## src/rtl/if_id_skid_stage_pkg.sv

```systemverilog
// Shared pipeline package for the IF/ID skid stage: state encoding,
// default bubble instruction, performance-counter width and a saturating
// increment helper.
package if_id_skid_stage_pkg;

  // Stage occupancy states
  localparam logic [1:0] ST_EMPTY = 2'd0;  // no valid entry
  localparam logic [1:0] ST_FULL  = 2'd1;  // main entry valid
  localparam logic [1:0] ST_SKID  = 2'd2;  // main and skid entries valid

  // MIPS sll $0,$0,0 used as the downstream bubble
  localparam logic [31:0] NOP_INSTR_DEFAULT = 32'h0000_0000;

  // Width of the optional performance counters
  localparam int unsigned PERF_CNT_W = 32;

  // Increment that sticks at all-ones instead of wrapping
  function automatic logic [PERF_CNT_W-1:0] sat_inc(input logic [PERF_CNT_W-1:0] v);
    if (v == {PERF_CNT_W{1'b1}}) begin
      return v;
    end else begin
      return v + {{(PERF_CNT_W-1){1'b0}}, 1'b1};
    end
  endfunction

endpackage

```

## src/rtl/if_id_skid_stage_pipe_entry_reg.sv

```systemverilog
// pipe_entry_reg: N-bit storage element with synchronous active-high
// reset (clears to 0) and a load enable. Holds its value bit-exact
// whenever load_i is low.
module pipe_entry_reg #(
  parameter int N = 32
) (
  input  logic         clk,
  input  logic         reset,
  input  logic         load_i,
  input  logic [N-1:0] d_i,
  output logic [N-1:0] q_o
);

  logic [N-1:0] data_q;

  // Capture new data on load, otherwise hold
  always_ff @(posedge clk) begin
    if (reset) begin
      data_q <= {N{1'b0}};
    end else if (load_i) begin
      data_q <= d_i;
    end else begin
      data_q <= data_q;
    end
  end

  assign q_o = data_q;

endmodule

```

## src/rtl/if_id_skid_stage.sv

```systemverilog
// if_id_skid_stage: IF/ID pipeline register with valid/ready handshake,
// one-entry skid buffer, hazard stall (out_ready=0) and branch flush.
// Optional feature: define IF_ID_PERF_EN to add stall/bubble counters.
module if_id_skid_stage
  import if_id_skid_stage_pkg::*;
#(
  parameter int           N         = 32,
  parameter logic [N-1:0] NOP_INSTR = N'(NOP_INSTR_DEFAULT)
) (
  input  logic         clk,
  input  logic         reset,
  input  logic         in_valid,
  output logic         in_ready,
  input  logic [N-1:0] IN_PC_Conter_Plus_4,
  input  logic [N-1:0] IN_Instruction_Wire,
  input  logic         flush,
  output logic         out_valid,
  input  logic         out_ready,
  output logic [N-1:0] OUT_PC_Conter_Plus_4,
  output logic [N-1:0] OUT_Instruction_Wire
`ifdef IF_ID_PERF_EN
  ,
  output logic [PERF_CNT_W-1:0] stall_count,
  output logic [PERF_CNT_W-1:0] bubble_count
`endif
);

  logic [1:0]   state_q, state_d;
  logic         in_ready_q, out_valid_q;
  logic         load_main_s, load_skid_s, main_from_skid_s;
  logic [N-1:0] main_pc_s, main_instr_s, skid_pc_s, skid_instr_s;
  logic [N-1:0] main_pc_d, main_instr_d;

  // Next-state and load decisions; flush overrides everything and drops
  // any upstream transfer, a downstream transfer needs no action here
  always_comb begin
    state_d          = state_q;
    load_main_s      = 1'b0;
    load_skid_s      = 1'b0;
    main_from_skid_s = 1'b0;
    if (flush) begin
      state_d = ST_EMPTY;
    end else begin
      case (state_q)
        ST_EMPTY: begin
          if (in_valid) begin
            load_main_s = 1'b1;
            state_d     = ST_FULL;
          end else begin
            state_d = ST_EMPTY;
          end
        end
        ST_FULL: begin
          if (in_valid && out_ready) begin
            load_main_s = 1'b1;
            state_d     = ST_FULL;
          end else if (in_valid) begin
            load_skid_s = 1'b1;
            state_d     = ST_SKID;
          end else if (out_ready) begin
            state_d = ST_EMPTY;
          end else begin
            state_d = ST_FULL;
          end
        end
        ST_SKID: begin
          if (out_ready) begin
            load_main_s      = 1'b1;
            main_from_skid_s = 1'b1;
            state_d          = ST_FULL;
          end else begin
            state_d = ST_SKID;
          end
        end
        default: begin
          state_d = ST_EMPTY;
        end
      endcase
    end
  end

  // State plus registered handshake flags derived from the next state
  always_ff @(posedge clk) begin
    if (reset) begin
      state_q     <= ST_EMPTY;
      in_ready_q  <= 1'b1;
      out_valid_q <= 1'b0;
    end else begin
      state_q     <= state_d;
      in_ready_q  <= (state_d != ST_SKID);
      out_valid_q <= (state_d != ST_EMPTY);
    end
  end

  assign main_pc_d    = main_from_skid_s ? skid_pc_s    : IN_PC_Conter_Plus_4;
  assign main_instr_d = main_from_skid_s ? skid_instr_s : IN_Instruction_Wire;

  pipe_entry_reg #(.N(N)) u_main_pc (
    .clk(clk), .reset(reset), .load_i(load_main_s), .d_i(main_pc_d), .q_o(main_pc_s)
  );
  pipe_entry_reg #(.N(N)) u_main_instr (
    .clk(clk), .reset(reset), .load_i(load_main_s), .d_i(main_instr_d), .q_o(main_instr_s)
  );
  pipe_entry_reg #(.N(N)) u_skid_pc (
    .clk(clk), .reset(reset), .load_i(load_skid_s), .d_i(IN_PC_Conter_Plus_4), .q_o(skid_pc_s)
  );
  pipe_entry_reg #(.N(N)) u_skid_instr (
    .clk(clk), .reset(reset), .load_i(load_skid_s), .d_i(IN_Instruction_Wire), .q_o(skid_instr_s)
  );

  assign in_ready             = in_ready_q;
  assign out_valid            = out_valid_q;
  assign OUT_PC_Conter_Plus_4 = main_pc_s;
  assign OUT_Instruction_Wire = out_valid_q ? main_instr_s : NOP_INSTR;

`ifdef IF_ID_PERF_EN
  logic [PERF_CNT_W-1:0] stall_count_q, bubble_count_q;

  // Saturating stall and bubble counters; flush leaves them untouched
  always_ff @(posedge clk) begin
    if (reset) begin
      stall_count_q  <= {PERF_CNT_W{1'b0}};
      bubble_count_q <= {PERF_CNT_W{1'b0}};
    end else begin
      stall_count_q  <= (out_valid_q && !out_ready) ? sat_inc(stall_count_q) : stall_count_q;
      bubble_count_q <= (!out_valid_q) ? sat_inc(bubble_count_q) : bubble_count_q;
    end
  end

  assign stall_count  = stall_count_q;
  assign bubble_count = bubble_count_q;
`endif

endmodule

```

## config.mk

```make
export PLATFORM = sky130hd
export DESIGN_NAME = if_id_skid_stage
export DESIGN_NICKNAME = d
export VERILOG_FILES = /design/src/rtl/if_id_skid_stage_pkg.sv /design/src/rtl/if_id_skid_stage_pipe_entry_reg.sv /design/src/rtl/if_id_skid_stage.sv
export SDC_FILE = /design/constraint.sdc
export NUM_CORES = 1
export LEC_CHECK = 0
export ABC_CLOCK_PERIOD_IN_PS = 3000
export BUFFER_PORTS_ARGS = -buffer_cell sky130_fd_sc_hd__clkbuf_2
export CAP_MARGIN = 10
export CELL_PAD_IN_SITES_DETAIL_PLACEMENT = 1
export CELL_PAD_IN_SITES_GLOBAL_PLACEMENT = 2
export CORE_AREA = 2 2 130 132
export CTS_BUF_LIST = sky130_fd_sc_hd__clkbuf_8 sky130_fd_sc_hd__clkbuf_16
export CTS_CLUSTER_DIAMETER = 60
export CTS_CLUSTER_SIZE = 12
export DETAILED_ROUTE_END_ITERATION = 7
export DIE_AREA = 0 0 132 134
export GPL_TIMING_DRIVEN = 1
export PLACE_DENSITY_LB_ADDON = 0.1
export SLEW_MARGIN = 20
export SYNTH_ARGS = -nofsm -noshare
export SYNTH_HDL_FRONTEND = slang
export SYNTH_HIERARCHICAL = 1
export SYNTH_SLANG_ARGS = --single-unit
```

## constraint.sdc

```tcl
create_clock -name clk -period 3 [get_ports clk]
set_input_delay 0.15 -clock clk [delete_from_list [all_inputs] [get_ports clk]]
set_output_delay 0.15 -clock clk [all_outputs]
set_load 0.005 [all_outputs]
```

==> impl_summary.txt, run 1 <==
----------------------------------------------------
[Synthesis]
  Synth cell types ... 20
  Portion of the post-synthesis area used by sequential elements ... between 40 and 50%
  Cells taking the most area after synthesis ... dfxtp_1 45%, mux2i_1 22%, mux2_2 11%, nor2_1 8.4%, buf_12 4.1%
  Average instance area after synthesis ... about 11 um^2
  Dominant synthesized flop cell ... dfxtp_1
  Cells after Synth ... approximately 540
  Synth Register Bits ... about 130
  Netlist area before placement ... slightly below 6000 um^2
  Number of flops mapped to enable cells by yosys ... 0
  Syn nets ... approximately 600
  Share of flip-flops with an asynchronous set or reset after synthesis ... 0%
  Synth area leader ... dfxtp_1
  Post-synth top area share ... between 40% and 50%
  Yosys synthesis warning count ... 6

[Global route]
  Initial antenna violation count ... 0
  GR Overflow Total ... 0
  GRT Resource Usage Total ... between 10% and 20%
  Largest net degree at the start of global routing ... 57
  Met1 Resource Use GR ... 19.4%
  Layer carrying the most global-route usage ... met2
  Number of global-route vias before repair ... roughly 4800
  Global-route met3 utilization ... approximately 4.8%
  Wire length of the first global-routing pass ... between 20 and 25 mm
  M2 GR Usage ... 29.8%

[Clock tree]
  Clock tree from TritonCTS ... yes
  Skew-Pair Late Insertion Delay ... between 0.4 and 0.5 ns
  Clock buffers created by TritonCTS ... 17
  Deepest clock path buffer count ... 2
  Number of clock sinks ... between 100 and 150
  CTS clk-pin slew, worst paths ... about 0.060 ns
  # Post-CTS Setup Buffers ... 0
  Htree depth ... 4
  Cell at the root of the clock tree ... clkbuf_16

[STA]
  Tightest Pin Transition ... 0.700 ns
  Final setup violation count ... 0
  Final worst-path cycle share ... between 60% and 70%
  Total negative setup slack ... 0 ns
  Peak Freq ... roughly 510 MHz
  Setup repair after global routing missed its margin ... no
  Tmin final ... roughly 2.0 ns
  Clock skew ... about 0.0061 ns
  Final-report hold violation count ... 0
  Relative slew slack ... between 50% and 60%
  Minimum hold slack ... 0.0131 ns
  Max-slew violation count ... 0

[Placement]
  HPWL after detailed placement ... 9.19 mm
  Total placed cells including tap cells ... ~870
  Routability-driven placement congestion ratio ... 0.678
  Count of input and output buffers ... ~130

[Floorplan]
  Horizontal die dimension ... about 130 um
  Initial core utilization ... between 30% and 40%
  Core Region ... 16300 um^2
  IO Pins ... 135
  Height of the die ... roughly 130 um
  Die outline area ... 17700 um^2
  Number of placement rows ... 47

[Routing]
  Pre-Repair DR Iteration Count ... 4
  Routed length per instance ... 15.3 um
  Total routed wirelength ... ~14 mm
  Vias per cell ... about 4.7
  Antenna Violating Nets Remaining ... 0
  Post-route DRC violation count ... 0
  Total number of vias ... roughly 4400
  Starting DRC count in detailed routing ... 120

[Hold path]
  Worst min-delay path category ... in2reg
  Number of cells on the worst hold path ... 3

[Critical path]
  Worst Setup Path Type ... reg2reg
  Startpoint type of the worst setup path ... flip-flop
  Arrival time at the worst endpoint ... 2.25 ns
  Critical-path maximum fanout ... 43
  Worst r2r path cells ... 6
  Critical path capture point type ... flip-flop
  WP data required ... ~3.3 ns

[Layout]
  Total Nets Final ... 782
  Number of filler cells placed in the layout ... about 1800
  Post-synthesis to final-layout area growth ... 28.3%
  Share of cells above drive strength 1 ... 32.3%
  Number of antenna cells inserted ... 0
  Number of standard cells in the final layout excluding fillers ... around 940

[Flow run]
  Number of maximum-capacitance violations ... 0

[Power]
  Leakage ... between 3 and 4 nW
  Pwr per Cell Area ... ~550 nW/um^2
  Worst supply voltage drop on vdd ... 0.000413 V

[Status]
  Status ... finished clean

----------------------------------------------------
-- cells by family (layout without fill, tap and decap cells) --
kind of cell	count (synthesis)	count (layout)	synth area share, %
DFF	132	132	44.9
buffers and inverters	38	221	7.02
and+or+nand+nor	170	170	12.8
AOI/OAI and AO/OA	4	4	0.617
muxes	193	193	34.2
adders and majority gates	2	2	0.426
-- synthesized netlist by cell type, types with 2 or more instances --
cell type and number:
ha_1 2, nor2_1 131, mux2_1 5, nand3b_1 2
clkbuf_1 15, mux2i_1 129, dfxtp_1 132, buf_6 10
mux2_2 59, buf_12 12, nand2_1 2, and2_1 32
-- final cells by class --
class / instances / area, um^2 / area share, %
repair buffers: 190 / 1240 / 16.4
well taps: 220 / 275 / 3.65
inverters: 1 / 3.75 / 0.0498
multi-input cells: 369 / 2840 / 37.6
clock buffers: 21 / 480 / 6.37
flip-flops and latches: 132 / 2640 / 35.0
clock inverters: 9 / 65.1 / 0.863
-- critical path, stage by stage (launching register included) --
cell	delay [ns]
dfxtp_1	0.40
nand2_1	0.12
nor3_4	0.13
buf_4	0.55
mux2_2	0.40
mux2i_1	0.15
nor2_1	0.06
-- placed cells by master, fill, tap and decap left out, types with 2 or more instances in the layout --
cell and instances:
nand3b_1 2, nor2_1 129, ha_1 2, dlygate4sd3_1 47, dfxtp_1 132, mux2_2 59
buf_12 2, clkinv_2 4, nand2_1 2, buf_4 8, mux2i_1 129, and2_1 32
mux2_1 5, nor2_4 2, inv_1 5, clkbuf_8 4, clkbuf_16 17, clkbuf_2 133
-- layer usage --
metal	up-vias	wire, um
met4	0	198
met2	96	7180
met1	2122	6330
met3	18	682
li1	2161	-
met5	-	0
-- registers in the layout, summed over array words and instances (netlist names) --
register / cells
in_ready: 1
u_main_instr/q_o: 32
u_skid_instr/q_o: 32
u_skid_pc/q_o: 32
out_valid: 1
u_main_pc/q_o: 32
state_q: 2
-- through the flow --
step	util [%]	setup slack (ns)	cell area, um^2	total power [mW]
CTS	46.3	0.995	7540	4.20
floorplan	-	1.35	5880	2.09
global placement	40.1	1.07	6530	2.19
global route	46.3	0.864	7540	4.32
finish	46.3	1.03	7540	4.14
detailed placement	40.1	1.00	6530	2.21
-- worst paths after layout --
| kind | endpoint | startpoint | slack (ns) |
|---|---|---|---|
| max | u_main_pc/q_o[4]$_SDFFE_PP0P_ | state_q[1]$_SDFF_PP0_ | 1.03 |
| min | u_skid_pc/q_o[6]$_SDFFE_PP0P_ | IN_PC_Conter_Plus_4[6] | 0.01 |
| max reg2reg | u_main_pc/q_o[4]$_SDFFE_PP0P_ | state_q[1]$_SDFF_PP0_ | 1.03 |
| min reg2reg | u_main_instr/q_o[1]$_SDFFE_PP0P_ | u_main_instr/q_o[1]$_SDFFE_PP0P_ | 0.48 |
-- report_power, final --
group / internal [mW] / leakage, nW / switching (mW)
logic: 0.200 / 1.72 / 0.174
clock network: 1.20 / 0.289 / 0.727
registers: 1.81 / 1.07 / 0.0280
-- repair_timing --
item | CTS | global route
endpoints found under the hold margin | 47 | 0
hold buffers | 47 | 0
gates resized for setup | 0 | 0
Power figures use the tool's default switching activity.
==> run 2: changes to the inputs <==
- ABC_CLOCK_PERIOD_IN_PS: 3000 -> 1900
- CORE_AREA: 2 2 130 132 -> 2 2 135 137
- DIE_AREA: 0 0 132 134 -> 0 0 137 139
- clock period: 3 -> 1.9 ns (I/O delays scaled with it)
==> run 2 against run 1 <==
Clock power is 69% higher. Global-route usage shrank 0.65 points. Hold slack better by 0.053 ns. Sequential power rose by 58%. Cell area grew 4.3%. Fmax grew 14%. Flip-flop and latch count stayed put. First-iteration DRC count down 22%. Highest routed layer unchanged.
==> impl_summary.txt, run 2 (synthesis results as in run 1) <==
----------------------------------------------------
[Clock tree]
  CTS-repair resized insts ... 0 (unchanged)
  Clock buffers created by TritonCTS ... 17 (unchanged)
  Htree depth ... 4 (unchanged)
  # Post-CTS Setup Buffers ... 0 (unchanged)
  Number of clock sinks ... 132 (unchanged)
  Skew-Pair Late Insertion Delay ... 0.41 ns (about the same)
  CTS clk-pin slew, worst paths ... 0.05 ns (about the same)
  Deepest clock path buffer count ... 2 (unchanged)
  Cell at the root of the clock tree ... clkbuf_16
  Clock tree from TritonCTS ... yes

[Layout]
  Total Nets Final ... 801 (+2.4%)
  Post-Route Utilization ... 44.5% (-1.8 points)
  Post-synthesis to final-layout area growth ... 33.8%
  Most frequent cells in the layout ... 133 x clkbuf_2, 132 x dfxtp_1, 129 x mux2i_1, 129 x nor2_1, 64 x dlygate4sd3_1
  Number of filler cells placed in the layout ... 1995 (+8.5%)
  Commonest non-fill, non-tap cell in the layout ... clkbuf_2
  Number of antenna cells inserted ... 0 (unchanged)
  Share of cells above drive strength 1 ... 31.9% (-0.33 points)
  Layout Cell Area excl Fill ... 7860 um^2 (+4.3%)

[Routing]
  Antenna Violating Nets Remaining ... 0 (unchanged)
  Starting DRC count in detailed routing ... 94 (-22%)
  Total number of vias ... 4469 (+1.6%)
  Total routed wirelength ... 14.8 mm (+2.6%)
  Vias per cell ... 4.60 (-1.4%)
  Pre-Repair DR Iteration Count ... 4 (unchanged)
  Post-route DRC violation count ... 0 (unchanged)
  Routed length per instance ... 15.2 um (-0.49%)

[Critical path]
  Cell breakdown of the critical path ... nand2_1, nor3_4, buf_12, mux2_2, mux2i_1, nor2_1
  CP max-delay cell ... dfxtp_1
  Critical-path maximum fanout ... 34 (-21%)
  Worst Setup Path Type ... reg2reg
  Critical path capture point type ... flip-flop
  Delay of the slowest cell on the worst path ... 0.41 ns (-0.14 ns)
  Arrival time at the worst endpoint ... 2.01 ns (-0.24 ns)
  WP data required ... 2.18 ns (-1.10 ns)
  Startpoint type of the worst setup path ... flip-flop

[STA]
  Minimum hold slack ... 0.0662 ns (+0.0531 ns)
  Tightest Pin Transition ... 0.447 ns (-0.253 ns)
  Relative slew slack ... 70.2% (+17 points)
  Clock skew ... 0.00846 ns (+0.00236 ns)
  Total negative setup slack ... 0 ns (unchanged)
  Peak Freq ... 578 MHz (+14%)
  Setup repair after global routing missed its margin ... no
  Final setup violation count ... 0 (unchanged)
  Tmin final ... 1.73 ns (-0.241 ns)
  Max-slew violation count ... 0 (unchanged)
  Final-report hold violation count ... 0 (unchanged)
  Final worst-path cycle share ... 91.1% (+25 points)

[Global route]
  Largest net degree at the start of global routing ... 54 (-5.3%)
  Initial antenna violation count ... 0 (unchanged)
  GR Overflow Total ... 0 (unchanged)
  Number of global-route vias before repair ... 4825 (+0.42%)
  Wire length of the first global-routing pass ... 24.1 mm (+2.7%)
  GRT Resource Usage Total ... 16.2% (-0.65 points)

[Floorplan]
  Number of placement rows ... 49 (+4.3%)
  IO Pins ... 135 (unchanged)
  Initial core utilization ... 33.3% (-2.8 points)
  Height of the die ... 139 um (+3.7%)
  Die outline area ... 19000 um^2 (+7.7%)
  Horizontal die dimension ... 137 um (+3.8%)
  Core Region ... 17700 um^2 (+8.4%)

[Power]
  Pwr per Cell Area ... 866 nW/um^2 (+58%)
  Worst supply voltage drop on vdd ... 0.000698 V (+69%)
  Leakage ... 3.19 nW (+3.4%)

[Hold path]
  Worst min-delay path category ... in2reg

[Placement]
  Count of input and output buffers ... 134 (unchanged)
  HPWL after detailed placement ... 9.48 mm (+3.2%)
  Routability-driven placement congestion ratio ... 0.660 (-2.6%)
  Instance area after placement ... 6640 um^2 (+1.7%)

[Flow run]
  Number of maximum-capacitance violations ... 0 (unchanged)

[Status]
  Status ... finished clean

----------------------------------------------------
-- run 2: per-stage QoR --
| step | power, mW | worst slack, ns | std cells |
|---|---|---|---|
| finish | 6.81 | 0.169 | 971 |
| global route | 7.10 | 0.0569 | 971 |
| CTS | 6.92 | 0.149 | 971 |
| detailed placement | 3.50 | 0.157 | 876 |
| global placement | 3.48 | 0.216 | 876 |
| floorplan | 3.29 | 0.253 | 539 |
-- run 2: path summary, 6_finish.rpt --
check / from / end / slack (ns) / cells past startpoint
min reg2reg: u_skid_pc/q_o[16]$_SDFFE_PP0P_ / u_skid_pc/q_o[16]$_SDFFE_PP0P_ / 0.49 / 2
min: flush / state_q[1]$_SDFF_PP0_ / 0.07 / 2
max: state_q[1]$_SDFF_PP0_ / u_main_instr/q_o[28]$_SDFFE_PP0P_ / 0.17 / 6
max reg2reg: state_q[1]$_SDFF_PP0_ / u_main_instr/q_o[28]$_SDFFE_PP0P_ / 0.17 / 6
-- run 2: final cells by class --
| cell class | instances | area (um^2) | share of cell area (%) |
|---|---|---|---|
| Multi-Input combinational cell | 369 | 2840 | 36.1 |
| Sequential cell | 132 | 2640 | 33.6 |
| Timing Repair Buffer | 209 | 1510 | 19.2 |
| Clock buffer | 18 | 439 | 5.58 |
| Tap cell | 229 | 287 | 3.64 |
| Clock inverter | 13 | 144 | 1.83 |
| Inverter | 1 | 3.75 | 0.0477 |
-- run 2: worst max-delay path: cells and delay by family (launching register included) --
kind / cells / cell delay (ns)
buf+inv: 1 / 0.28
mux: 2 / 0.51
simple gates: 3 / 0.40
flops: 1 / 0.41
-- run 2: what timing repair did --
| action | 4_1_cts | 5_1_grt |
|---|---|---|
| endpoints found under the hold margin | 64 | 0 |
| hold buffers | 64 | 0 |
| setup endpoints to repair | 0 | 0 |
-- run 2: per-layer routing --
layer  track usage (%)  up-vias  wire length [um]
li1                  -     2197                 -
met1              18.9     2168              6480
met2              28.6       87              7490
met3              3.76       17               587
met4              5.53        0               198
met5                 0        -                 0
-- run 2: power by group --
| part | switching (mW) | internal, mW |
|---|---|---|
| logic | 0.285 | 0.353 |
| clock network | 1.21 | 2.06 |
| registers | 0.0450 | 2.85 |
| total | 1.54 | 5.27 |
